--- config.mk ---
export PLATFORM = sky130hd
export DESIGN_NAME = mem_wb_stage_flat
export DESIGN_NICKNAME = d
export VERILOG_FILES = /design/src/rtl/mem_wb_stage_if.sv /design/src/rtl/mem_wb_stage.sv /design/src/flat_wrapper.sv
export SDC_FILE = /design/constraint.sdc
export NUM_CORES = 1
export LEC_CHECK = 0
export ABC_AREA = 1
export CORE_ASPECT_RATIO = 0.5
export CORE_MARGIN = 3
export CORE_UTILIZATION = 47
export CTS_CLUSTER_SIZE = 14
export DETAILED_ROUTE_END_ITERATION = 10
export PLACE_DENSITY = 0.86
export SLEW_MARGIN = 20
export SYNTH_ARGS = -nofsm -noshare
export SYNTH_HDL_FRONTEND = slang
export SYNTH_SLANG_ARGS = --single-unit
--- constraint.sdc ---
create_clock -name clk -period 2.84 [get_ports clk]
set_input_delay 0.284 -clock clk [delete_from_list [all_inputs] [get_ports clk]]
set_output_delay 0.284 -clock clk [all_outputs]
set_load 0.02 [all_outputs]
--- src/rtl/mem_wb_stage_if.sv ---
// mem_wb_stage_if
//   Data-memory request/acknowledge bus between the MEM stage and data memory.
//   Handshake: the master raises req together with we/addr/wdata/be and holds
//   all of them stable until the cycle in which the slave pulses ack for one
//   cycle (rdata is valid in that same cycle); req drops on the following edge.
//   Ports (master view):
//     req   out  1   bus request
//     we    out  1   1 = write, 0 = read
//     addr  out  32  word-aligned address
//     wdata out  32  lane-replicated store data
//     be    out  4   byte enables
//     rdata in   32  read data, valid with ack
//     ack   in   1   one-cycle completion strobe
interface mem_wb_stage_if;
  logic        req;
  logic        we;
  logic [31:0] addr;
  logic [31:0] wdata;
  logic [3:0]  be;
  logic [31:0] rdata;
  logic        ack;

  modport master (
    output req, we, addr, wdata, be,
    input  rdata, ack
  );

  modport slave (
    input  req, we, addr, wdata, be,
    output rdata, ack
  );
endinterface

--- src/rtl/mem_wb_stage.sv ---
// mem_wb_stage
//   Memory-access stage plus MEM/WB pipeline register of the RV32I core.
//   Issues loads/stores on the dmem bus, aligns and extends load data, builds
//   store byte enables, and holds upstream (stall) while an access is pending.
//   Ports:
//     clk, rst_n      clock, asynchronous active-low reset
//     valid_in        EX/MEM bundle valid
//     mem_read/write  load / store op
//     funct3          000 B, 001 H, 010 W, 100 BU, 101 HU
//     addr, wdata     byte address, store data
//     pc4_in, rd_in, regwrite_in, wbsel_in   bundle fields passed to WB
//     stall           combinational; upstream holds the bundle while high
//     dmem            data-memory bus (master)
//     wb_*            registered writeback bundle
//     mem_exc         one-cycle pulse: misaligned, illegal or timed out
//     dbg_state       current FSM state (0 = IDLE, 1 = WAIT)
module mem_wb_stage #(
  parameter int unsigned TIMEOUT_CYCLES = 0
) (
  input  logic                  clk,
  input  logic                  rst_n,
  input  logic                  valid_in,
  input  logic                  mem_read,
  input  logic                  mem_write,
  input  logic [2:0]            funct3,
  input  logic [31:0]           addr,
  input  logic [31:0]           wdata,
  input  logic [31:0]           pc4_in,
  input  logic [4:0]            rd_in,
  input  logic                  regwrite_in,
  input  logic [1:0]            wbsel_in,
  output logic                  stall,
  mem_wb_stage_if.master        dmem,
  output logic                  wb_valid,
  output logic [31:0]           wb_alu,
  output logic [31:0]           wb_rdata,
  output logic [31:0]           wb_pc4,
  output logic [4:0]            wb_rd,
  output logic                  wb_regwrite,
  output logic [1:0]            wb_sel,
  output logic                  mem_exc,
  output logic                  dbg_state
);

  typedef enum logic {S_IDLE = 1'b0, S_WAIT = 1'b1} state_t;

  state_t      state_q, state_d;
  logic [31:0] tmo_cnt;

  logic        is_mem, illegal, misaligned, bad;
  logic        expire;
  logic        issue, pass, reject, complete, cap;
  logic [31:0] cap_rdata;
  logic        cap_regwrite;
  logic [3:0]  st_be;
  logic [31:0] st_wdata;
  logic [7:0]  ld_byte;
  logic [15:0] ld_half;
  logic [31:0] ld_data;

  assign dbg_state = state_q;

  // Operation decode: legality and alignment of the presented bundle.
  always_comb begin
    is_mem     = mem_read | mem_write;
    // 011/110/111 are never memory ops; unsigned variants exist only for loads.
    illegal    = (funct3 == 3'b011) || (funct3[2] && funct3[1]) ||
                 (mem_write && funct3[2]);
    misaligned = ((funct3[1:0] == 2'b01) && addr[0]) ||
                 ((funct3[1:0] == 2'b10) && (addr[1:0] != 2'b00));
    bad        = is_mem && (illegal || misaligned);
  end

  // Timeout fires in the last allowed WAIT cycle; an ack in that cycle wins.
  always_comb begin
    expire = 1'b0;
    if (TIMEOUT_CYCLES != 0) begin
      expire = (state_q == S_WAIT) && !dmem.ack &&
               (tmo_cnt == 32'(TIMEOUT_CYCLES - 1));
    end
  end

  // State register.
  always_ff @(posedge clk or negedge rst_n) begin
    if (!rst_n) state_q <= S_IDLE;
    else        state_q <= state_d;
  end

  // Next-state logic.
  always_comb begin
    state_d = state_q;
    case (state_q)
      S_IDLE: if (valid_in && is_mem && !bad) state_d = S_WAIT;
      S_WAIT: if (dmem.ack || expire)         state_d = S_IDLE;
      default: state_d = S_IDLE;
    endcase
  end

  // Output / strobe logic.
  always_comb begin
    issue        = (state_q == S_IDLE) && valid_in && is_mem && !bad;
    pass         = (state_q == S_IDLE) && valid_in && !is_mem;
    reject       = (state_q == S_IDLE) && valid_in && bad;
    complete     = (state_q == S_WAIT) && dmem.ack;
    cap          = pass || reject || complete || expire;
    cap_rdata    = (complete && mem_read) ? ld_data : 32'h0;
    cap_regwrite = (pass || complete) ? regwrite_in : 1'b0;
    // Gated by rst_n so the hold request disappears with reset, not at the next edge.
    stall        = rst_n && (issue || ((state_q == S_WAIT) && !dmem.ack && !expire));
  end

  // Store lane placement.
  always_comb begin
    st_be    = 4'b1111;
    st_wdata = wdata;
    case (funct3[1:0])
      2'b00: begin
        st_be    = 4'b0001 << addr[1:0];
        st_wdata = {4{wdata[7:0]}};
      end
      2'b01: begin
        st_be    = addr[1] ? 4'b1100 : 4'b0011;
        st_wdata = {2{wdata[15:0]}};
      end
      default: begin
        st_be    = 4'b1111;
        st_wdata = wdata;
      end
    endcase
  end

  // Load lane extraction and extension.
  always_comb begin
    ld_byte = 8'(dmem.rdata >> {addr[1:0], 3'b000});
    ld_half = addr[1] ? dmem.rdata[31:16] : dmem.rdata[15:0];
    case (funct3)
      3'b000:  ld_data = {{24{ld_byte[7]}}, ld_byte};
      3'b100:  ld_data = {24'h0, ld_byte};
      3'b001:  ld_data = {{16{ld_half[15]}}, ld_half};
      3'b101:  ld_data = {16'h0, ld_half};
      default: ld_data = dmem.rdata;
    endcase
  end

  // Bus, writeback and timeout registers.
  always_ff @(posedge clk or negedge rst_n) begin
    if (!rst_n) begin
      dmem.req    <= 1'b0;
      dmem.we     <= 1'b0;
      dmem.addr   <= 32'h0;
      dmem.wdata  <= 32'h0;
      dmem.be     <= 4'h0;
      wb_valid    <= 1'b0;
      wb_alu      <= 32'h0;
      wb_rdata    <= 32'h0;
      wb_pc4      <= 32'h0;
      wb_rd       <= 5'h0;
      wb_regwrite <= 1'b0;
      wb_sel      <= 2'h0;
      mem_exc     <= 1'b0;
      tmo_cnt     <= 32'h0;
    end else begin
      mem_exc <= reject || expire;

      if (issue) begin
        dmem.req   <= 1'b1;
        dmem.we    <= mem_write;
        dmem.addr  <= {addr[31:2], 2'b00};
        dmem.be    <= st_be;
        dmem.wdata <= mem_write ? st_wdata : 32'h0;
        tmo_cnt    <= 32'h0;
      end else if (complete || expire) begin
        dmem.req <= 1'b0;
      end else if (state_q == S_WAIT) begin
        tmo_cnt <= tmo_cnt + 32'h1;
      end

      if (cap) begin
        wb_valid    <= 1'b1;
        wb_alu      <= addr;
        wb_rdata    <= cap_rdata;
        wb_pc4      <= pc4_in;
        wb_rd       <= rd_in;
        wb_regwrite <= cap_regwrite;
        wb_sel      <= wbsel_in;
      end else if (state_q == S_IDLE) begin
        // Idle cycle or memory issue: a bubble goes to writeback.
        wb_valid    <= 1'b0;
        wb_regwrite <= 1'b0;
      end
    end
  end

endmodule

--- src/flat_wrapper.sv ---
// flat-port wrapper written by rule: the top's interface ports become plain ports
module mem_wb_stage_flat 
#(
  parameter int unsigned TIMEOUT_CYCLES = 0
)
  (clk, rst_n, valid_in, mem_read, mem_write, funct3, addr, wdata, pc4_in, rd_in, regwrite_in, wbsel_in, stall, wb_valid, wb_alu, wb_rdata, wb_pc4, wb_rd, wb_regwrite, wb_sel, mem_exc, dbg_state, dmem_req, dmem_we, dmem_addr, dmem_wdata, dmem_be, dmem_rdata, dmem_ack);
  mem_wb_stage_if dmem_i ();
  input  logic clk;
  input  logic rst_n;
  input  logic valid_in;
  input  logic mem_read;
  input  logic mem_write;
  input  logic [2:0] funct3;
  input  logic [31:0] addr;
  input  logic [31:0] wdata;
  input  logic [31:0] pc4_in;
  input  logic [4:0] rd_in;
  input  logic regwrite_in;
  input  logic [1:0] wbsel_in;
  output logic stall;
  output logic wb_valid;
  output logic [31:0] wb_alu;
  output logic [31:0] wb_rdata;
  output logic [31:0] wb_pc4;
  output logic [4:0] wb_rd;
  output logic wb_regwrite;
  output logic [1:0] wb_sel;
  output logic mem_exc;
  output logic dbg_state;
  output wire logic [$bits(dmem_i.req)-1:0] dmem_req;
  output wire logic [$bits(dmem_i.we)-1:0] dmem_we;
  output wire logic [$bits(dmem_i.addr)-1:0] dmem_addr;
  output wire logic [$bits(dmem_i.wdata)-1:0] dmem_wdata;
  output wire logic [$bits(dmem_i.be)-1:0] dmem_be;
  input wire logic [$bits(dmem_i.rdata)-1:0] dmem_rdata;
  input wire logic [$bits(dmem_i.ack)-1:0] dmem_ack;
  assign dmem_req = dmem_i.req;
  assign dmem_we = dmem_i.we;
  assign dmem_addr = dmem_i.addr;
  assign dmem_wdata = dmem_i.wdata;
  assign dmem_be = dmem_i.be;
  assign dmem_i.rdata = dmem_rdata;
  assign dmem_i.ack = dmem_ack;
  mem_wb_stage #(.TIMEOUT_CYCLES(TIMEOUT_CYCLES)) u_core (.clk(clk), .rst_n(rst_n), .valid_in(valid_in), .mem_read(mem_read), .mem_write(mem_write), .funct3(funct3), .addr(addr), .wdata(wdata), .pc4_in(pc4_in), .rd_in(rd_in), .regwrite_in(regwrite_in), .wbsel_in(wbsel_in), .stall(stall), .dmem(dmem_i), .wb_valid(wb_valid), .wb_alu(wb_alu), .wb_rdata(wb_rdata), .wb_pc4(wb_pc4), .wb_rd(wb_rd), .wb_regwrite(wb_regwrite), .wb_sel(wb_sel), .mem_exc(mem_exc), .dbg_state(dbg_state));
endmodule
==> flow_summary.ini, run 1 <==
[sta]
max_slew_margin = 0.333
worst_pin_slew_ns = 1.00
setup_viol = 0
grt_setup_unrepaired = no
period_share = 0.891
finalCriticalPeriod_ns = 2.53
final_max_slew_viol_count = 0
final-hold-violation-count = 0
finClkSkew_ns = 0.00778
tns_ns = 0
fmax_mhz = 395

[worst_setup_path]
r2r_slack_ns = 0.71
cp-start-kind = flop
cpLargestDelayFamily = buffers and inverters
crit_chain = inv_2 -> nand2_1 -> nor2_4 -> nand2_4 -> a21boi_0 -> clkdlybuf4s50_1
max_stage_delay_ns = 0.66
worstSetupEndpointType = output pin
crit_required_ns = 2.56
arrival_ns = 2.25
critPathSlowestCell = clkdlybuf4s50_1
crit_buf_inv = 2
critPathKind = flop to output pin
critPathMaxFanout = 8

[synthesis]
ys_seq_area_frac = 0.549
synth_top_area_cell = dfrtp_1
synth_edf_count = 0
yosysWarnings = 0
yosysTopAreaCellShare = 0.549
synth_cell_types = 30
syn_area_um2 = 7980
syn_area_per_cell_um2 = 7.97
synthArstFlopShare = 1.00
synth_area_leaders = dfrtp_1 (55%), nand2_1 (20%), nand3_1 (9.7%)
synth_cells = 1001
synth.ff_latch_count = 175
synth-main-ff-cell = dfrtp_1

[detailed_routing]
wl_per_cell_um = 17.1
drc = 0
drt-total-wl_um = 26100
antenna_left = 0
vias = 7975
first_iter_violations = 507
drt_first_pass_iters = 5
vias_per_cell = 5.23

[power]
power.density_nw_per_um2 = 719
p_leak_nw = 5.86
peakVddDrop_uv = 514

[clocking]
ctsRootBufferMaster = clkbuf_16
clock_sinks = 175
cts_resized = 0
cts_buffer_depth = 2
postCtsHoldBufs = 0
clk_pin_slew_worst_paths_ns = 0.06
numCtsBuffers = 17
cts_setup_buffers = 0
cts_tree = done
clk_latency_ns = 0.42
cts.htree.levels = 4

[global_route]
overflow = 0
grt_pass1_wl_um = 41700
grt_use_total = 0.279
antenna_found_initial = 0
grt_pass1_vias = 7822
grt_max_degree = 176

[cells_and_area]
fin_util = 0.742
fillers = 1220
syn_to_final_growth_pct = 48.9
nets = 1437
antenna_cells = 0
multiInputGateArea_um2 = 3130
seq_area_um2 = 4380
drive_above_1_share = 0.0544

[flow_run]
cap_viol_max_count = 0

[floorplanning]
dieArea_um2 = 18700
start_util = 0.498
rows = 32
fp.dieH_um = 98.2
ios = 323
fp.coreArea_um2 = 16000
die_w_um = 190

[outcome]
status = finished clean

[min_path]
hold_path_class = primary input to async pin

[placement]
dp_hpwl_um = 18700
place_congestion = 0.937
port_buffers = 320
per-stage QoR:
| stage | hold WS [ns] | setup slack (ns) | cells | cell area (um2) | power, mW |
|---|---|---|---|---|---|
| after floorplan | -0.0116 | 0.983 | 1002 | 7990 | 4.66 |
| after global placement | 0.453 | 0.365 | 1494 | 11300 | 6.17 |
| after detailed placement | 0.460 | 0.296 | 1494 | 11300 | 6.26 |
| after CTS | 0.122 | 0.285 | 1525 | 11900 | 8.60 |
| after global routing | 0.161 | 0.211 | 1525 | 11900 | 8.96 |
| final | 0.0777 | 0.311 | 1525 | 11900 | 8.55 |
worst reg2reg max path: stages, from the launching register on:
cell and delay [ns]:
dfrtp_1 0.46, inv_2 0.12, nand2_1 0.09, nor2_4 0.25
nand2_4 0.10, nand2_2 0.19, buf_4 0.59, nand2_1 0.18
nand2_1 0.09
sequential cells by signal (all words and copies together) (netlist names), 2 cells and up:
name,count
u_core.dmem.wdata,32
u_core.wb_alu,32
u_core.wb_pc4,32
u_core.wb_rdata,32
u_core.dmem.addr,30
u_core.wb_rd,5
u_core.dmem.be,4
u_core.wb_sel,2
cells in the final DEF (no fill, tap or decap), types with 3 or more instances in the layout:
| cell | instances |
|---|---|
| nand2_1 | 433 |
| clkdlybuf4s50_1 | 319 |
| dfrtp_1 | 175 |
| nand3_1 | 154 |
| inv_1 | 37 |
| nor2_1 | 35 |
| o21ai_1 | 34 |
| clkbuf_16 | 17 |
| buf_4 | 14 |
| o21ai_0 | 11 |
| a21oi_1 | 11 |
| or2_2 | 9 |
| o211ai_1 | 9 |
| o21a_1 | 6 |
| clkinvlp_4 | 4 |
| inv_2 | 3 |
| nor2_2 | 3 |
| inv_6 | 3 |
| buf_12 | 3 |
path summary, 6_finish.rpt:
path	start	to	cells after the start
setup / recovery	u_core.dbg_state	stall	6
hold / removal	rst_n	u_core.wb_pc4[26]	2
setup reg to reg	u_core.dbg_state	u_core.wb_pc4[6]	8
hold reg to reg	u_core.dmem.addr[4]	u_core.dmem.addr[4]	2
max in group asynchronous	rst_n	u_core.dmem.addr[5]	2
min in group clk	pc4_in[4]	u_core.wb_pc4[4]	3
logic make-up (layout without fill, tap and decap cells):
kind of cell / after synthesis / after routing / share of synthesized area
compound gates: 76 / 76 / 0.0558
buf+inv: 106 / 408 / 0.0607
flops: 175 / 175 / 0.549
other cells: 1 / 2 / 0.000470
simple gates: 643 / 643 / 0.334
final cells by class:
type | instances | share of cell area
clock inverter | 11 | 0.0113
clock buffer | 20 | 0.0376
inverter | 40 | 0.0126
multi-input combinational | 721 | 0.264
tap | 221 | 0.0233
timing repair buffer | 337 | 0.283
sequential | 175 | 0.368
where the power goes:
group / total [mW] / leakage, nW / internal [mW] / switching [mW]
Combinational: 2.93 / 3.36 / 1.33 / 1.60
Clock: 2.33 / 0.270 / 1.33 / 1.01
Sequential: 3.28 / 2.23 / 2.99 / 0.290
Total: 8.55 / 5.86 / 5.65 / 2.90
synthesized netlist by cell type, types with 2 or more instances:
master    count
nand2_1     433
dfrtp_1     175
nand3_1     154
inv_1        37
nor2_1       35
o21ai_1      34
buf_2        26
clkbuf_1     23
a21oi_1      11
o21ai_0      11
buf_4        10
o211ai_1      9
or2_2         9
o21a_1        6
buf_1         4
nand2_2       4
inv_2         3
nor2_2        3
buf_6         2
nand3_2       2
per-layer routing:
layer | global-route usage | vias to the layer above | wire, um
li1 | - | 3771 | -
met1 | 0.360 | 3820 | 10700
met2 | 0.469 | 314 | 13000
met3 | 0.0534 | 70 | 1540
met4 | 0.110 | 0 | 956
met5 | 0 | - | 0
Power figures use the tool's default switching activity.
==> run 2: changes to the inputs <==
Settings changed: CTS_CLUSTER_SIZE 14 to unset.
==> results of run 2 <==
Final layout, timing and power as in run 1 (identical DEF).
==> run 3: changes to the inputs <==
Settings changed: CORE_UTILIZATION 47 to 66, DONT_BUFFER_PORTS set to 1, PLACE_DENSITY 0.86 to 0.82, SKIP_CTS_REPAIR_TIMING set to 1.
==> run 3 against run 2 <==
Flip-flop and latch count unchanged. Critical path type unchanged. Design area down 23%. The flow now finishes with violations (negative hold slack). Largest power group unchanged. Worst hold slack got worse by 0.53 ns.
==> flow_summary.ini, run 3 (synthesis gave the netlist of run 1 again) <==
[power]
peakVddDrop_uv = 504
p_leak_nw = 4.87
p_total_mw = 7.35
power.density_nw_per_um2 = 804

[placement]
dp_slack_ns = 0.811
dp_cells = 1108
port_buffers = 0
post_dp_cell_area_um2 = 7960
dp_hpwl_um = 15600
place_congestion = 0.932

[sta]
hold_slack_ns = -0.456
period_share = 0.769
setup_viol = 0
worst_pin_slew_ns = 0.872
finalCriticalPeriod_ns = 2.18
max_slew_margin = 0.419
final-hold-violation-count = 184
grt_setup_unrepaired = no
tns_ns = 0
finClkSkew_ns = 0.0140
final_max_slew_viol_count = 0
fin_ws_ns = 0.656
fmax_mhz = 458

[cells_and_area]
syn_to_final_growth_pct = 14.5
finalInstanceArea_um2 = 9140
antenna_cells = 0
final_common_cell = nand2_1
fin_util = 0.803
mostFrequentLayoutCells = nand2_1 (433), dfrtp_1 (175), nand3_1 (154), dlygate4sd3_1 (60), inv_1 (37)
drive_above_1_share = 0.0653
fillers = 745
instances_no_fill = 1200
nets = 1173

[detailed_routing]
first_iter_violations = 1108
drt_first_pass_iters = 7
antenna_left = 0
drt-total-wl_um = 24200
vias = 7131
wl_per_cell_um = 20.2
drc = 0
vias_per_cell = 5.94

[global_route]
grt_pass1_vias = 6518
antenna_found_initial = 0
grt_pass1_wl_um = 35000
grt_max_degree = 177
overflow = 0
grt_use_total = 0.326

[worst_setup_path]
endpoint = stall
crit_required_ns = 2.56
cp-startpoint = u_core.dbg_state
critPathKind = flop to output pin
r2r_cells = 8
max_stage_delay_ns = 0.51
critPathSlowestCell = dfrtp_1
cp-start-kind = flop
crit_chain = inv_2 -> nand2_1 -> nor2_4 -> nand2_4 -> a21boi_0 -> buf_4
critPathMaxFanout = 13
r2r-start = u_core.dbg_state
arrival_ns = 1.90
r2r-end = u_core.wb_pc4[18]
worstSetupEndpointType = output pin
r2r_slack_ns = 0.70

[clocking]
clk_latency_ns = 0.43
numCtsBuffers = 17
cts.htree.levels = 4
cts_tree = done
clock_sinks = 175
ctsRootBufferMaster = clkbuf_16
cts_buffer_depth = 2
clk_pin_slew_worst_paths_ns = 0.08

[floorplanning]
ios = 323
fp.dieH_um = 83.8
dieArea_um2 = 13500
fp.coreArea_um2 = 11400
rows = 27
start_util = 0.701
die_w_um = 162

[outcome]
failed_checks = negative hold slack
status = finished, violations left

[min_path]
hold_path_class = primary input to async pin

[flow_run]
cap_viol_max_count = 0
==> run 3: cell types whose count changed in the layout (fill, tap and decap cells not counted), moves of 2 or more <==
| cell | change |
|---|---|
| clkinv_4 | +2 |
| buf_12 | -3 |
| clkinvlp_4 | -2 |
| dlygate4sd3_1 | +60 |
| clkdlybuf4s50_1 | -319 |
==> run 3: layout make-up <==
type	instances	area, um2	share of cell area
Inverter	40	150	0.0164
Tap cell	159	199	0.0218
Clock inverter	12	126	0.0138
Clock buffer	20	457	0.0500
Multi-Input combinational cell	721	3130	0.343
Timing Repair Buffer	73	698	0.0764
Sequential cell	175	4380	0.479
==> run 3: how the worst min path moves through the flow <==
stage,startpoint,to,slack [ns],cells after the start
after global routing,rst_n,u_core.wb_alu[18],-0.47,0
after CTS,rst_n,u_core.wb_alu[16],-0.45,0
final,rst_n,u_core.wb_alu[18],-0.46,0
after global placement,rst_n,u_core.wb_alu[16],-0.007,0
after floorplan,rst_n,u_core.dbg_state,-0.01,0
after detailed placement,rst_n,u_core.wb_alu[16],-0.007,0
==> run 3: metal layers <==
layer  share of wire  up-vias  track usage
li1                -     3241            -
met1            0.37     3372        0.407
met2            0.49      444        0.540
met3            0.11       74        0.119
met4           0.030        0       0.0882
met5               0        -            0
==> run 3: where the power goes <==
group	internal (mW)	switching [mW]	total [mW]
sequential	2.99	1.08	4.07
clock	1.28	1.04	2.32
combinational	0.372	0.593	0.965
==> run 3: worst max-delay path, delay by kind of cell, from the launching register on <==
kind                   cells  cell delay (ns)
and+or+nand+nor            3             0.46
AOI/OAI and AO/OA          1             0.19
DFF                        1             0.51
buffers and inverters      2             0.32
